--- config.mk ---
export PLATFORM = sky130hd
export DESIGN_NAME = wb_port_arbiter
export DESIGN_NICKNAME = d
export VERILOG_FILES = /design/src/rtl/wb_port_arbiter_pkg.sv /design/src/rtl/wb_res_fifo.sv /design/src/rtl/wb_port_arbiter.sv
export SDC_FILE = /design/constraint.sdc
export NUM_CORES = 1
export LEC_CHECK = 0
export CAP_MARGIN = 20
export CORE_MARGIN = 2
export CORE_UTILIZATION = 40
export CTS_CLUSTER_DIAMETER = 80
export DETAILED_ROUTE_END_ITERATION = 12
export GPL_TIMING_DRIVEN = 0
export MAX_ROUTING_LAYER = met4
export PLACE_DENSITY = 0.75
export SLEW_MARGIN = 10
export SYNTH_ARGS = -nofsm -noshare
export SYNTH_HDL_FRONTEND = slang
export SYNTH_SLANG_ARGS = --single-unit
export TNS_END_PERCENT = 5
--- constraint.sdc ---
create_clock -name clk -period 2.8 [get_ports clk]
set_clock_uncertainty 0.2 [all_clocks]
set_input_delay 0.28 -clock clk [delete_from_list [all_inputs] [get_ports clk]]
set_output_delay 0.28 -clock clk [all_outputs]
set_load 0.005 [all_outputs]
--- src/rtl/wb_port_arbiter_pkg.sv ---
// Shared widths and write-source encodings for the register-file write port arbiter.
package wb_port_arbiter_pkg;

    localparam int unsigned XLEN_DEF   = 32;
    localparam int unsigned REG_AW_DEF = 5;
    localparam int unsigned PC_W_DEF   = 32;

    typedef enum logic {
        WB_SRC_PIPE = 1'b0,
        WB_SRC_LU   = 1'b1
    } wb_src_e;

endpackage

--- src/rtl/wb_res_fifo.sv ---
// Synchronous FIFO for long-latency results; the head is visible one cycle after the push,
// and nothing passes through combinationally.
module wb_res_fifo #(
    parameter int unsigned WIDTH = 37,
    parameter int unsigned DEPTH = 2
) (
    input  logic                        clk,
    input  logic                        rst,
    input  logic                        push_i,
    input  logic [WIDTH-1:0]            wdata_i,
    input  logic                        pop_i,
    output logic [WIDTH-1:0]            rdata_o,
    output logic                        full_o,
    output logic                        empty_o,
    output logic [$clog2(DEPTH):0]      count_o
);

    localparam int unsigned AW = $clog2(DEPTH);

    logic [WIDTH-1:0] mem_q [DEPTH];
    logic [AW-1:0]    wr_ptr_q, wr_ptr_d;
    logic [AW-1:0]    rd_ptr_q, rd_ptr_d;
    logic [AW:0]      count_q, count_d;
    logic             do_push, do_pop;

    assign full_o  = (count_q == (AW+1)'(DEPTH));
    assign empty_o = (count_q == '0);
    assign count_o = count_q;
    assign rdata_o = mem_q[rd_ptr_q];

    assign do_push = push_i && !full_o;
    assign do_pop  = pop_i && !empty_o;

    // Power-of-two depth lets the pointers wrap naturally.
    always_comb begin
        wr_ptr_d = wr_ptr_q;
        rd_ptr_d = rd_ptr_q;
        count_d  = count_q;
        if (do_push) wr_ptr_d = wr_ptr_q + AW'(1);
        if (do_pop)  rd_ptr_d = rd_ptr_q + AW'(1);
        if (do_push && !do_pop)      count_d = count_q + (AW+1)'(1);
        else if (do_pop && !do_push) count_d = count_q - (AW+1)'(1);
    end

    always_ff @(posedge clk) begin
        if (rst) begin
            wr_ptr_q <= '0;
            rd_ptr_q <= '0;
            count_q  <= '0;
        end else begin
            wr_ptr_q <= wr_ptr_d;
            rd_ptr_q <= rd_ptr_d;
            count_q  <= count_d;
        end
    end

    always_ff @(posedge clk) begin
        if (do_push) mem_q[wr_ptr_q] <= wdata_i;
    end

endmodule

--- src/rtl/wb_port_arbiter.sv ---
// Register-file write port arbiter: pipeline writeback has priority, long-latency results
// drain from a FIFO into free slots or via a forced stall. Optional WB_ARB_PERF_EN adds counters.
module wb_port_arbiter
    import wb_port_arbiter_pkg::*;
#(
    parameter int unsigned XLEN         = XLEN_DEF,
    parameter int unsigned REG_AW       = REG_AW_DEF,
    parameter int unsigned PC_W         = PC_W_DEF,
    parameter int unsigned FIFO_DEPTH   = 2,
    parameter int unsigned STARVE_LIMIT = 4
) (
    input  logic              clk,
    input  logic              rst,
    input  logic [PC_W-1:0]   wb_pc_i,
    input  logic              wb_rd_wr_en_i,
    input  logic [REG_AW-1:0] wb_rd_addr_i,
    input  logic [XLEN-1:0]   wb_rd_reg_data_i,
    input  logic              lu_valid_i,
    output logic              lu_ready_o,
    input  logic [REG_AW-1:0] lu_rd_addr_i,
    input  logic [XLEN-1:0]   lu_rd_data_i,
    output logic              stall_o,
    output logic              rf_wr_en_o,
    output logic [REG_AW-1:0] rf_wr_addr_o,
    output logic [XLEN-1:0]   rf_wr_data_o,
    output logic              rf_wr_src_o,
    output logic [PC_W-1:0]   wb_pc_o
`ifdef WB_ARB_PERF_EN
    ,
    output logic [31:0]       perf_stall_cnt_o,
    output logic [31:0]       perf_lu_wr_cnt_o
`endif
);

    localparam int unsigned EW = REG_AW + XLEN;
    localparam int unsigned SW = $clog2(STARVE_LIMIT + 1);
    localparam int unsigned CW = $clog2(FIFO_DEPTH) + 1;

    logic              fifo_full, fifo_empty, push, pop, pipe_busy;
    logic [EW-1:0]     fifo_head;
    logic [CW-1:0]     fifo_count;
    logic [SW-1:0]     starve_q, starve_d;

    logic              rf_en_q, rf_en_d;
    logic [REG_AW-1:0] rf_addr_q, rf_addr_d;
    logic [XLEN-1:0]   rf_data_q, rf_data_d;
    wb_src_e           rf_src_q, rf_src_d;
    logic [PC_W-1:0]   pc_q, pc_d;

    wb_res_fifo #(
        .WIDTH (EW),
        .DEPTH (FIFO_DEPTH)
    ) u_fifo (
        .clk     (clk),
        .rst     (rst),
        .push_i  (push),
        .wdata_i ({lu_rd_addr_i, lu_rd_data_i}),
        .pop_i   (pop),
        .rdata_o (fifo_head),
        .full_o  (fifo_full),
        .empty_o (fifo_empty),
        .count_o (fifo_count)
    );

    assign lu_ready_o = !fifo_full;
    // x0 results complete the handshake but are never stored.
    assign push       = lu_valid_i && lu_ready_o && (lu_rd_addr_i != '0);
    assign pipe_busy  = wb_rd_wr_en_i && (wb_rd_addr_i != '0);
    assign stall_o    = (starve_q == SW'(STARVE_LIMIT)) && !fifo_empty;

    always_comb begin
        pop       = 1'b0;
        rf_en_d   = 1'b0;
        rf_addr_d = '0;
        rf_data_d = '0;
        rf_src_d  = WB_SRC_PIPE;
        pc_d      = '0;
        if (stall_o || (!pipe_busy && !fifo_empty)) begin
            pop       = 1'b1;
            rf_en_d   = 1'b1;
            rf_addr_d = fifo_head[EW-1:XLEN];
            rf_data_d = fifo_head[XLEN-1:0];
            rf_src_d  = WB_SRC_LU;
        end else if (pipe_busy) begin
            rf_en_d   = 1'b1;
            rf_addr_d = wb_rd_addr_i;
            rf_data_d = wb_rd_reg_data_i;
            pc_d      = wb_pc_i;
        end
    end

    always_comb begin
        starve_d = starve_q;
        if (fifo_count == '0 || pop)
            starve_d = '0;
        else if (starve_q != SW'(STARVE_LIMIT))
            starve_d = starve_q + SW'(1);
    end

    always_ff @(posedge clk) begin
        if (rst) begin
            starve_q  <= '0;
            rf_en_q   <= 1'b0;
            rf_addr_q <= '0;
            rf_data_q <= '0;
            rf_src_q  <= WB_SRC_PIPE;
            pc_q      <= '0;
        end else begin
            starve_q  <= starve_d;
            rf_en_q   <= rf_en_d;
            rf_addr_q <= rf_addr_d;
            rf_data_q <= rf_data_d;
            rf_src_q  <= rf_src_d;
            pc_q      <= pc_d;
        end
    end

    assign rf_wr_en_o   = rf_en_q;
    assign rf_wr_addr_o = rf_addr_q;
    assign rf_wr_data_o = rf_data_q;
    assign rf_wr_src_o  = rf_src_q;
    assign wb_pc_o      = pc_q;

`ifdef WB_ARB_PERF_EN
    logic [31:0] perf_stall_q, perf_lu_q;

    always_ff @(posedge clk) begin
        if (rst) begin
            perf_stall_q <= '0;
            perf_lu_q    <= '0;
        end else begin
            if (stall_o) perf_stall_q <= perf_stall_q + 32'd1;
            if (pop)     perf_lu_q    <= perf_lu_q + 32'd1;
        end
    end

    assign perf_stall_cnt_o = perf_stall_q;
    assign perf_lu_wr_cnt_o = perf_lu_q;
`endif

endmodule

==> metrics.md <==
| Metric | Value |
|---|---|
| Vias per inst | `4.65` |
| Largest net degree at the start of global routing | `25` |
| Gate Count Post-Synth | `~320` |
| Slowest cell delay on critical path | `550 ps` |
| Placed instance area | `7300 µm²` |
| Worst-Skew Late Latency | `420 ps` |
| Vias in the first global route | `between 3000 and 4000` |
| Final ANT Viol Nets | `0` |
| Global-route wire length before repair | `between 15000 and 20000 µm` |
| Leakage | `around 2.8 nW` |
| Initial antenna violation count | `0` |
| Worst-margin pin slew | `822 ps` |
| Multi-input gate area | `1310 µm²` |
| Most frequent cells in the layout | `182 x clkdlybuf4s50_1, 79 x dfxtp_1, 74 x edfxtp_1` |
| TritonCTS clock tree | `built` |
| Post-DP HPWL | `7880 µm` |
| DR DRC count | `0` |
| Worst Hold Class | `in -> reg` |
| Starting DRT DRC Count | `162` |
| Max-cap violations | `0` |
| Critical Path Start Type | `input port` |
| DRT Wirelength | `11000 µm` |
| Count of final hold-check violations | `0` |
| GPL Wtd Cong | `0.724` |
| Core Rows | `41` |
| Sequential Area | `3800 µm²` |
| Pwr Total | `roughly 6.3 mW` |
| GRT Overall Usage | `0.176` |
| Post_cts resized | `0` |
| CP Data Required Time | `roughly 3000 ps` |
| Number of synthesized register bits | `between 150 and 200` |
| H-tree levels | `4` |
| Drt pass-1 iters | `4` |
| Cell Pwr Density | `799 nW/µm²` |
| Worst vdd ir | `0.436 mV` |
| Final setup vio count | `0` |
| Design area | `7940 µm²` |
| RSZ-0062 raised after global routing | `false` |
| Hold buffers post-CTS | `0` |
| Slew Viols, Final | `0` |
| Initial Util | `0.411` |
| Setup crit end kind | `register` |
| Worst-path clk slew | `approximately 60 ps` |
| Fraction of layout cells with a size suffix above 1 | `0.132` |
| Slowest cell on the critical path | `o211ai_1` |
| Post-synth cell types | `33` |
| # fillers | `984` |
| ANT cells | `0` |
| Worst path cell trace | `clkdlybuf4s50_1 -> or4_1 -> o211ai_1 -> inv_1 -> ha_1 -> or3_1 -> a21oi_1` |
| CTS root buf | `clkbuf_16` |
| Clk buf depth | `2` |
| Core Region | `12700 µm²` |
| Syn_area_per_cell | `around 17 µm²` |
| CTS Buf Count | `17` |
| Clock tree sinks | `153` |
| Nets@finish | `approximately 630` |
| Buffers on Ports | `182` |
| Outcome | `finished clean` |
| Critical path type | `in -> reg` |
| Most common cell after layout, fill and taps aside | `clkdlybuf4s50_1` |
| Die area | `about 14000 µm²` |
| Chip width | `roughly 120 µm` |
| Post-synth net total | `428` |
| Fmax | `0.386 GHz` |
| Routed WL per cell | `15.7 µm` |
| Register area share after synthesis | `0.730` |
| Vias post-DR | `around 3300` |
| Mapped Area | `5210 µm²` |
| Crit path arrival time | `2740 ps` |
| Layout area overhead | `52.4%` |
| I/O pin count | `183` |
| Slew Limit Headroom | `0.452` |
| Final min period | `2590 ps` |
| Postcts setup bufs | `0` |
| Final worst path period share | `0.925` |
| Critical Path Fanout Max | `4` |
| Yosys warns | `0` |
| Die H | `118 µm` |
| Grt total ovfl | `0` |
## Yosys cell counts, drive strengths merged
library cell | number | area share
a21oi | 2 | 0.0019
and2 | 32 | 0.038
buf | 9 | 0.012
clkbuf | 7 | 0.0050
dfxtp | 79 | 0.30
edfxtp | 74 | 0.43
ha | 3 | 0.0072
inv | 5 | 0.0036
mux2 | 2 | 0.0043
mux2i | 37 | 0.071
nand2 | 2 | 0.0019
nand2b | 1 | 0.0012
nor2 | 8 | 0.0062
nor2b | 1 | 0.0012
nor3 | 1 | 0.0019
nor4 | 2 | 0.0024
nor4b | 1 | 0.0017
o211ai | 1 | 0.0014
o21ai | 2 | 0.0026
o2bb2ai | 37 | 0.086
o311ai | 1 | 0.0050
o31ai | 1 | 0.0024
or3 | 2 | 0.0034
or4 | 1 | 0.0014
xnor2 | 2 | 0.0034
xor2 | 2 | 0.0034
## kinds of logic after synthesis
| family | synth area share |
|---|---|
| buf+inv | 0.0207 |
| xor+xnor | 0.00673 |
| simple gates | 0.0598 |
| flops | 0.730 |
| mux | 0.0754 |
| compound gates | 0.0997 |
| fa+ha+maj | 0.00721 |
## worst max-delay path: cells and delay by family
family                     cells  cell delay [ps]
AOI/OAI and AO/OA              2              690
buffers and inverters          2              550
adders and majority gates      1              340
and+or+nand+nor                2              890
## power by group
part	total, mW	switching (mW)	internal, mW	leakage, nW
Combinational	1.13	0.524	0.608	1.17
Clock	2.43	0.850	1.58	0.308
Sequential	2.78	0.0920	2.69	1.34
## routing by layer
layer	share of wire	vias up	global-route usage
li1	-	1571	-
met1	0.41	1547	0.190
met2	0.51	135	0.293
met3	0.067	13	0.0586
met4	0.017	0	0.0791
met5	0	-	-
## final timing paths
path                            start                        endpoint  slack, ps  depth (start not counted)
max                   lu_rd_addr_i[0]  u_fifo.count_o[1]$_SDFFE_PP0P_        210                          7
min                       wb_pc_i[12]          wb_pc_o[12]$_SDFF_PP0_        220                          2
max reg2reg  starve_q[0]$_SDFFE_PP0P_      rf_wr_addr_o[0]$_SDFF_PP0_        400                          8
min reg2reg  starve_q[0]$_SDFFE_PP0P_        starve_q[0]$_SDFFE_PP0P_        270                          1
## registers in the layout, indices dropped and copies added (netlist names), named ones only
| signal | cells |
|---|---|
| rf_wr_data_o | 32 |
| rf_wr_addr_o | 5 |
| rf_wr_src_o | 1 |
| u_fifo.count_o | 2 |
| starve_q | 3 |
| rf_wr_en_o | 1 |
| u_fifo.wr_ptr_q | 1 |
| u_fifo.rd_ptr_q | 1 |
| u_fifo.mem_q | 74 |
| wb_pc_o | 32 |
## stage by stage
step	util	TNS [ps]	std cells	hold WS, ps	setup WS, ps
after global placement	0.572	-112310	669	239	-1520
after floorplan	-	-12000	315	179	-162
after CTS	0.626	0	703	201	193
after global routing	0.626	0	703	212	76.1
final	0.626	0	703	216	211
after detailed placement	0.576	-251	671	267	-236
## cell type report
type,instances,share of cell area
Tap cell,172,0.0271
Clock buffer,20,0.0550
Timing Repair Buffer,184,0.235
Multi-Input combinational cell,141,0.165
Buffer,16,0.0112
Inverter,5,0.00237
Sequential cell,153,0.479
Clock inverter,12,0.0251
(Power assumes the default switching activity.)
